**config.mk**
```make
export PLATFORM = sky130hd
export DESIGN_NAME = command_issue_fsm
export DESIGN_NICKNAME = d
export VERILOG_FILES = /design/src/rtl/command_issue_fsm_pkg.sv /design/src/rtl/command_issue_fsm_cmd_encoder.sv /design/src/rtl/command_issue_fsm.sv
export SDC_FILE = /design/constraint.sdc
export NUM_CORES = 1
export LEC_CHECK = 0
export ABC_AREA = 1
export CAP_MARGIN = 40
export CORE_MARGIN = 2
export CORE_UTILIZATION = 30
export CTS_CLUSTER_DIAMETER = 150
export DETAILED_ROUTE_END_ITERATION = 16
export MAX_ROUTING_LAYER = met4
export PLACE_DENSITY_LB_ADDON = 0.15
export SYNTH_ARGS = -nofsm -noshare
export SYNTH_HDL_FRONTEND = slang
export SYNTH_SLANG_ARGS = --single-unit
export TNS_END_PERCENT = 20
```
**constraint.sdc**
```tcl
create_clock -name clk -period 3.4 [get_ports clk]
set_clock_uncertainty 0.05 [all_clocks]
set_input_delay 0.51 -clock clk [delete_from_list [all_inputs] [get_ports clk]]
set_output_delay 0.51 -clock clk [all_outputs]
set_load 0.1 [all_outputs]
```
**src/rtl/command_issue_fsm_pkg.sv**
```systemverilog
// Shared definitions for the command issue FSM: opcodes, command word layout,
// FSM state encoding and counter sizing.
package command_issue_fsm_pkg;

    localparam logic [7:0] OP_STP = 8'd0;
    localparam logic [7:0] OP_EVP = 8'd1;
    localparam logic [7:0] OP_EVB = 8'd2;
    localparam logic [7:0] OP_RST = 8'd3;

    // Command word layout: {arg2[4:0], arg1[2:0], opcode[7:0]}
    localparam int CMD_OPC_LSB  = 0;
    localparam int CMD_ARG1_LSB = 8;
    localparam int CMD_ARG2_LSB = 11;
    localparam int CMD_W        = 16;

    function automatic int log2(input int value);
        int r = 0;
        while ((1 << r) < value) r++;
        return r;
    endfunction

    // Largest payload is STP with N=31, i.e. 32 words.
    localparam int MAX_PAYLOAD = 32;
    localparam int CNT_W       = log2(MAX_PAYLOAD) + 1;

    typedef logic [CNT_W-1:0] cnt_t;

    typedef enum logic [2:0] {
        S_IDLE,
        S_WR_CMD,
        S_WR_DATA,
        S_RD_WAIT,
        S_RD_EN,
        S_RD_CAP,
        S_RESP
    } state_t;

    typedef struct packed {
        logic [CMD_W-1:0] word;
        cnt_t             pay;
        cnt_t             resp;
        logic             illegal;
    } cmd_dec_t;

endpackage

```
**src/rtl/command_issue_fsm_cmd_encoder.sv**
```systemverilog
// Combinational descriptor decode: command word, payload/response counts and
// the illegal-opcode flag.
module command_issue_fsm_cmd_encoder
    import command_issue_fsm_pkg::*;
(
    input  logic [7:0] opcode,
    input  logic [2:0] arg1,
    input  logic [4:0] arg2,
    output cmd_dec_t   dec
);

    always_comb begin
        // NOTE: every field gets a default first so no path can infer a latch.
        dec = '0;
        dec.word[CMD_OPC_LSB  +: 8] = opcode;
        dec.word[CMD_ARG1_LSB +: 3] = arg1;
        dec.word[CMD_ARG2_LSB +: 5] = arg2;
        case (opcode)
            OP_STP: begin
                dec.pay  = cnt_t'(arg2) + cnt_t'(1);
                dec.resp = cnt_t'(1);
            end
            OP_EVP: begin
                dec.pay  = cnt_t'(1);
                dec.resp = cnt_t'(1);
            end
            OP_EVB: begin
                dec.pay  = cnt_t'(arg2);
                dec.resp = cnt_t'(arg2);
            end
            OP_RST: begin
                dec.pay  = '0;
                dec.resp = '0;
            end
            default: dec.illegal = 1'b1;
        endcase
    end

endmodule

```
**src/rtl/command_issue_fsm.sv**
```systemverilog
// Host-side command issuer: writes one encoded command plus its payload into
// the input FIFOs, then collects the expected result/status pairs.
module command_issue_fsm
    import command_issue_fsm_pkg::*;
#(
    parameter int word_size   = 16,
    parameter int buffer_size = 1024
) (
    input  logic                   clk,
    input  logic                   rst,
    input  logic                   host_valid,
    output logic                   host_ready,
    input  logic [7:0]             host_opcode,
    input  logic [2:0]             host_arg1,
    input  logic [4:0]             host_arg2,
    input  logic                   pl_valid,
    output logic                   pl_ready,
    input  logic [word_size-1:0]   pl_data,
    input  logic [word_size-1:0]   pop_in_fifo_command,
    input  logic [word_size-1:0]   pop_in_fifo_data,
    output logic                   wr_en_fifo_command,
    output logic                   wr_en_fifo_data,
    output logic [word_size-1:0]   command_out,
    output logic [word_size-1:0]   data_out,
    input  logic [word_size-1:0]   pop_out_fifo,
    output logic                   rd_en_output_fifo,
    input  logic [2*word_size-1:0] result_in,
    input  logic [2*word_size-1:0] status_in,
    output logic                   resp_valid,
    input  logic                   resp_ready,
    output logic [2*word_size-1:0] resp_result,
    output logic [2*word_size-1:0] resp_status,
    output logic                   busy,
    output logic                   err_opcode
);

    localparam logic [word_size-1:0] FULL_LVL = word_size'(buffer_size);

    state_t                 state_q, state_d;
    cnt_t                   pay_cnt_q, pay_cnt_d;
    cnt_t                   resp_cnt_q, resp_cnt_d;
    logic [CMD_W-1:0]       cmd_word_q, cmd_word_d;
    logic                   illegal_q, illegal_d;
    logic                   init_q;

    logic                   wr_cmd_q, wr_cmd_d;
    logic                   wr_data_q, wr_data_d;
    logic [word_size-1:0]   command_out_q, command_out_d;
    logic [word_size-1:0]   data_out_q, data_out_d;
    logic                   rd_en_q, rd_en_d;
    logic                   resp_valid_q, resp_valid_d;
    logic [2*word_size-1:0] resp_result_q, resp_result_d;
    logic [2*word_size-1:0] resp_status_q, resp_status_d;
    logic                   busy_q, busy_d;
    logic                   err_q, err_d;

    cmd_dec_t dec;
    logic     cmd_space;

    command_issue_fsm_cmd_encoder u_cmd_encoder (
        .opcode (host_opcode),
        .arg1   (host_arg1),
        .arg2   (host_arg2),
        .dec    (dec)
    );

    assign cmd_space  = pop_in_fifo_command < FULL_LVL;
    // init_q keeps host_ready low until the first clock after reset release.
    assign host_ready = init_q && (state_q == S_IDLE);
    assign pl_ready   = (state_q == S_WR_DATA) && pl_valid && (pop_in_fifo_data < FULL_LVL);

    always_comb begin
        state_d       = state_q;
        pay_cnt_d     = pay_cnt_q;
        resp_cnt_d    = resp_cnt_q;
        cmd_word_d    = cmd_word_q;
        illegal_d     = illegal_q;
        wr_cmd_d      = 1'b0;
        wr_data_d     = 1'b0;
        rd_en_d       = 1'b0;
        err_d         = 1'b0;
        command_out_d = command_out_q;
        data_out_d    = data_out_q;
        resp_result_d = resp_result_q;
        resp_status_d = resp_status_q;

        case (state_q)
            S_IDLE: begin
                if (host_ready && host_valid) begin
                    cmd_word_d = dec.word;
                    illegal_d  = dec.illegal;
                    pay_cnt_d  = dec.pay;
                    resp_cnt_d = dec.resp;
                    state_d    = S_WR_CMD;
                    if (cmd_space) begin
                        wr_cmd_d      = 1'b1;
                        command_out_d = word_size'(dec.word);
                        err_d         = dec.illegal;
                    end
                end
            end
            // The strobe is registered, so WR_CMD is left in the cycle it is high.
            S_WR_CMD: begin
                if (wr_cmd_q) begin
                    if (pay_cnt_q != '0)       state_d = S_WR_DATA;
                    else if (resp_cnt_q != '0) state_d = S_RD_WAIT;
                    else                       state_d = S_IDLE;
                end else if (cmd_space) begin
                    wr_cmd_d      = 1'b1;
                    command_out_d = word_size'(cmd_word_q);
                    err_d         = illegal_q;
                end
            end
            S_WR_DATA: begin
                if (pl_ready) begin
                    wr_data_d  = 1'b1;
                    data_out_d = pl_data;
                    pay_cnt_d  = pay_cnt_q - cnt_t'(1);
                    if (pay_cnt_q == cnt_t'(1))
                        state_d = (resp_cnt_q != '0) ? S_RD_WAIT : S_IDLE;
                end
            end
            S_RD_WAIT: begin
                if (pop_out_fifo != '0) begin
                    state_d = S_RD_EN;
                    rd_en_d = 1'b1;
                end
            end
            S_RD_EN:  state_d = S_RD_CAP;
            S_RD_CAP: begin
                resp_result_d = result_in;
                resp_status_d = status_in;
                state_d       = S_RESP;
            end
            S_RESP: begin
                if (resp_ready) begin
                    resp_cnt_d = resp_cnt_q - cnt_t'(1);
                    state_d    = (resp_cnt_q == cnt_t'(1)) ? S_IDLE : S_RD_WAIT;
                end
            end
            default: state_d = S_IDLE;
        endcase

        resp_valid_d = (state_d == S_RESP);
        busy_d       = (state_d != S_IDLE);
    end

    // NOTE: sequential state uses non-blocking assignments only, so every flop
    // samples the pre-edge values and ordering between blocks cannot matter.
    always_ff @(posedge clk or negedge rst) begin
        if (!rst) begin
            state_q       <= S_IDLE;
            pay_cnt_q     <= '0;
            resp_cnt_q    <= '0;
            cmd_word_q    <= '0;
            illegal_q     <= 1'b0;
            init_q        <= 1'b0;
            wr_cmd_q      <= 1'b0;
            wr_data_q     <= 1'b0;
            command_out_q <= '0;
            data_out_q    <= '0;
            rd_en_q       <= 1'b0;
            resp_valid_q  <= 1'b0;
            // NOTE: data registers are reset too because they are visible outputs
            // whose reset value the host relies on.
            resp_result_q <= '0;
            resp_status_q <= '0;
            busy_q        <= 1'b0;
            err_q         <= 1'b0;
        end else begin
            state_q       <= state_d;
            pay_cnt_q     <= pay_cnt_d;
            resp_cnt_q    <= resp_cnt_d;
            cmd_word_q    <= cmd_word_d;
            illegal_q     <= illegal_d;
            init_q        <= 1'b1;
            wr_cmd_q      <= wr_cmd_d;
            wr_data_q     <= wr_data_d;
            command_out_q <= command_out_d;
            data_out_q    <= data_out_d;
            rd_en_q       <= rd_en_d;
            resp_valid_q  <= resp_valid_d;
            resp_result_q <= resp_result_d;
            resp_status_q <= resp_status_d;
            busy_q        <= busy_d;
            err_q         <= err_d;
        end
    end

    assign wr_en_fifo_command = wr_cmd_q;
    assign wr_en_fifo_data    = wr_data_q;
    assign command_out        = command_out_q;
    assign data_out           = data_out_q;
    assign rd_en_output_fifo  = rd_en_q;
    assign resp_valid         = resp_valid_q;
    assign resp_result        = resp_result_q;
    assign resp_status        = resp_status_q;
    assign busy               = busy_q;
    assign err_opcode         = err_q;

endmodule

```
### Word level (Yosys, flattened, before mapping)

Index checks and enable logic that the tools add are counted.

| storage, ports and cells | value |
|---|---|
| bits in registers | 135 |
| latch bits | 0 |
| memory bits (writable) | 0 |
| memory bits (read-only) | 0 |
| bits of input ports | 149 |
| output and inout port bits | 104 |
| word-level logic and storage cells | 94 |
| memories kept | 0 |

| cells by class | value |
|---|---|
| add/subtract/negate cells | 3 |
| $mul | 0 |
| div/mod/pow operators | 0 |
| order comparisons | 2 |
| equal/unequal tests | 18 |
| shift operators | 0 |
| multiplexer cells | 36 |
| bitwise gates (word level) | 0 |
| reduce and logical (&&, ||, !) cells | 19 |

Operators by type and width:

| operator | number |
|---|---|
| 2-to-1 mux 16 bit | 4 |
| one-hot mux 12 bit (3 select lines) | 1 |
| < comparator 16 x 11 -> 1 bit, second input constant | 2 |
| one-hot mux 16 bit (2 select lines) | 1 |
| 2-to-1 mux 6 bit | 4 |
| one-hot mux 6 bit (2 select lines) | 2 |
| one-hot mux 3 bit (7 select lines) | 1 |
| 2-to-1 mux 3 bit | 6 |
| == test 8 x 2 -> 1 bit, second input constant | 2 |
| nonzero test 16 bit | 1 |
| == test 3 bit, second input constant | 4 |
| == test 6 x 1 -> 1 bit, second input constant | 2 |
| 2-to-1 mux 1 bit | 12 |
| nonzero test 6 bit | 2 |
| subtractor 6 x 1 -> 6 bit, second input constant | 2 |
| != test 2 bit, second input constant | 5 |
| == test 8 x 1 -> 1 bit, second input constant | 1 |
| logical NOT 8 bit | 1 |
| adder 5 x 1 -> 6 bit, second input constant | 1 |
| == test 3 x 2 -> 1 bit, second input constant | 2 |
| 2-to-1 mux 2 bit | 3 |
| AND reduction 3 bit | 2 |
| nonzero test 2 bit | 3 |
| AND reduction 5 bit | 1 |
| 8 further kinds | 13 |

### Depth between registers and ports, before layout

| logic depth | value |
|---|---|
| depth in word-level cells | 6 |
| gate-level depth with buffers | 11 |
| mapped depth without buffers | 11 |

### Modules after synthesis

Synthesis repeated with hierarchy kept, for this count alone.

| second synthesis, totals | value |
|---|---|
| cell total of the unflattened synthesis | 657 |
| area total of the unflattened synthesis | 6344.8 µm² |

By module, submodules not included:

| module | times used | cells an instance | area each (µm²) | seq. area each (µm²) |
|---|---|---|---|---|
| command_issue_fsm | 1 | 586 | 5928.2 | 3378.2 |
| command_issue_fsm_cmd_encoder | 1 | 71 | 416.6 | 0.0 |

### Worst setup path after synthesis

OpenSTA, ideal clock, no wires.

| path | value |
|---|---|
| path kind | input to output |
| from | input port pop_in_fifo_data[12] |
| to | output port pl_ready |
| arrival time | 2.977 ns |
| slack | -0.137 ns |
| stages | 2 |
| cells stage by stage | nor3_1 -> nor3b_1 |

| between the ends | value |
|---|---|
| cells in the longest elaborated chain, start to end | 2 |

RTL lines:

| element | RTL line | RTL |
|---|---|---|
| start, declared | command_issue_fsm.sv:20 | `input logic [word_size-1:0] pop_in_fifo_data,` |
| < comparator 16 x 11 -> 1 bit | command_issue_fsm.sv:70 | `assign pl_ready = (state_q == S_WR_DATA) && pl_valid && (pop_in_fifo_data < FULL_LVL);` |
| logical AND 1 bit | command_issue_fsm.sv:70 |  |
| end, declared | command_issue_fsm.sv:17 | `output logic pl_ready,` |

No other way between the ends.

### Final worst setup path

| path | value |
|---|---|
| from | register state_q[0] |
| to | output port pl_ready |

| between the ends | value |
|---|---|
| cells in the longest elaborated chain, start to end | 3 |

RTL lines:

| element | RTL line | RTL |
|---|---|---|
| start, declared | command_issue_fsm.sv:39 | `state_t state_q, state_d;` |
| start signal, assigned | command_issue_fsm.sv:171 | `state_q <= state_d;` |
| == test 3 x 2 -> 1 bit | command_issue_fsm.sv:70 |  |
| logical AND 1 bit (2 in a row) | command_issue_fsm.sv:70 |  |

No other way between the ends.

==> flow_summary.yaml <==
clock_tree:
  cts_tree: "yes"
  numCtsBuffers: 17
  cts.root.buffer_cell: "clkbuf_16"
  cts_setup_buffers: 0
  clock_path_buffers: 2
  clkTransAtPathRegs_ns: 0.07
  clock_sinks: 135
  clock_latency_ns: 0.41
  cts_hold_buffers: 0
  cts_resized: 0
  h-tree-depth: 4
setup_path:
  crit_path_end_kind: "output pin"
  arrival_ns: 2.10
  path_max_fanout: 12
  critPathKind: "flip-flop to output pin"
  worst_setup_path_start_kind: "flip-flop"
  regToRegSetupSlack_ns: 1.05
  rr_endpoint: "data_out[2]"
  crit_end: "pl_ready"
  required_ns: 2.84
  worstReg2RegStart: "state_q[0]"
  crit_path_start: "state_q[0]"
  ff2ff_path_depth: 8
layout:
  layout.nets: 1262
  final_cell_mix: "nand2_1 (350), clkdlybuf4s50_1 (223), dfrtp_1 (135)"
  multi_input_area_mm2: 0.00236
  final_common_cell: "nand2_1"
  fillCellCount: 1763
  drive_gt1_frac: 0.144
  fin_util: 0.560
  n_antenna_cell: 0
  fin_area_mm2: 0.0113
  instances_no_fill: 1389
  syn_to_final_growth_pct: 84.5
  seqCellArea_mm2: 0.00338
power_and_ir_drop:
  pwr_density_cell_mw_per_mm2: 1160
  p_leak_uw: 0.00542
  power_frac_seq: 0.200
  p_clk_frac: 0.152
  switchingPower_uw: 6470
  swShare: 0.496
  ir_drop_mv: 0.978
  power.total_uw: 13000
  internal_power_uw: 6560
  pwr-share-comb: 0.648
sta:
  max_slew_margin: 0.534
  hold_viol: 6
  rsz0062_at_grt: "no"
  drv_slew: 0
  period_needed_ns: 2.66
  min_period_over_period: 0.783
  timing.fmax_mhz: 376
  tightest_slew_ns: 0.700
  hold-worst-slack_ns: -0.0149
  fin_tns_setup_ns: 0
  setup-violations-final: 0
floorplan:
  core_mm2: 0.0201
  io_pins: 253
  std_cell_rows: 52
  die_y_um: 147
  dieWidth_um: 147
  die_area_mm2: 0.0215
  start_util: 0.304
worst_hold_path:
  min_path_type: "input pin to async pin"
global_routing:
  grt_max_degree: 66
  grt_pass1_vias: 6086
  antenna_found_initial: 0
  grt_overflow: 0
  grt_usage: 0.186
  grt_pass1_wl_um: 30800
synthesis:
  synth-xor-area-share: 0.00144
  syn-instance-count: 776
  synth_cell_types: 27
  syn-cell-area_mm2: 0.00610
  synth_compound_area_frac: 0.0627
  synth_top_family_by_area: "simple AND/OR/NAND/NOR gates"
  synthAdderAreaFrac: 0.0144
  ys_warn_count: 0
  synth-simple-area-share: 0.305
  avgSynthCellArea_um2: 7.86
  synthMuxAreaShare: 0
  postSynthNetCount: 932
  synth_seq_cells: 135
  yosysSeqAreaShare: 0.554
placement:
  hpwl_um: 13600
  gp_congestion: 0.806
  place_inst: 1357
  place_area_mm2: 0.0106
  io_buffers: 232
drt:
  drc_errors: 0
  ant_nets: 0
  wl_per_cell_um: 13.5
  drtIter0Drc: 290
  drt_first_pass_iters: 5
  drt-total-wl_um: 18700
  vias: 5987
  routed_via_density: 4.31
outcome:
  outcome: "finished with violations"
  violations: "hold timing"
run:
  max-cap-violations: 0
power by group through the flow:
stage | combinational, uW | clock, uW | sequential (uW)
finish | 8450 | 1980 | 2600
global route | 8880 | 2110 | 2690
CTS | 8520 | 2040 | 2600
detailed placement | 8500 | 0 | 2610
global placement | 6350 | 0 | 2600
floorplan | 1260 | 0 | 6100
cells by family (layout without fill, tap and decap cells):
family	count (synthesis)	count (layout)
compound gates	75	75
xor+xnor	1	1
fa+ha+maj	7	7
buf+inv	94	437
flops	135	135
other cells	1	1
simple gates	463	463
through the flow:
stage          setup WS [ns]  hold slack, ns
6_report               0.739         -0.0149
5_1_grt                0.568          0.0161
4_1_cts                0.708         0.00577
3_5_place_dp            1.01           0.408
3_3_place_gp            1.00           0.402
2_1_floorplan          0.488           0.164
layout make-up:
type | instances | share of cell area
sequential | 135 | 0.300
clock buffer | 18 | 0.0390
tap | 270 | 0.0300
inverter | 67 | 0.0223
clock inverter | 14 | 0.0168
multi-input combinational | 547 | 0.209
timing repair buffer | 338 | 0.383
Yosys cell counts:
cell      number  area (um^2)
inv_2          5         18.8
nor2_2         1         6.26
nor3_4         2         32.5
nor2_1        63          236
nand3_4        1         17.5
nand2_1      350         1310
clkbuf_1      11         41.3
a21boi_0       1         7.51
nor3b_1        2         15.0
a21oi_1       19         95.1
conb_1         1         3.75
dfrtp_1      135         3380
inv_1         62          233
ha_1           7         87.6
o211ai_1       1         7.51
nand3_1       27          135
nor2_4         1         11.3
buf_4          2         15.0
o21ai_1       14         70.1
nor3_1         5         25.0
xor2_1         1         8.76
buf_2         14         70.1
nand4_1        9         56.3
o21a_1         1         7.51
o21ai_0       39          195
nand3b_1       1         7.51
or2_2          1         6.26
worst max-delay path, cell delays in order, from the launching register on:
cell and delay [ns]:
dfrtp_1 0.42, inv_2 0.13, nand3_1 0.40, nor3b_2 0.39
buf_4 0.34
worst min path at each step:
| stage | start | end | slack, ns | cells past startpoint |
|---|---|---|---|---|
| 2_1_floorplan | rst | busy | 0.16 | 0 |
| 3_3_place_gp | resp_status[9] | resp_status[9] | 0.40 | 2 |
| 3_5_place_dp | resp_result[17] | resp_result[17] | 0.41 | 2 |
| 4_1_cts | rst | resp_status[20] | 0.006 | 1 |
| 5_1_grt | rst | resp_status[20] | 0.02 | 1 |
| 6_report | rst | resp_status[20] | -0.01 | 1 |
sequential cells by signal, summed over array words and instances, names as in the netlist, 3 cells and up:
signal	cells
resp_result	32
resp_status	32
pay_cnt_q	6
data_out	16
resp_cnt_q	6
cmd_word_q	16
state_q	3
command_out	16
layer usage:
metal / wire length [um] / global-route usage / up-vias
met2: 9070 / 0.293 / 181
met4: 244 / 0.0485 / 0
met1: 8160 / 0.234 / 2729
li1: - / - / 3059
met5: 0 / - / -
met3: 1220 / 0.0553 / 18
Power figures use the tool's default switching activity.
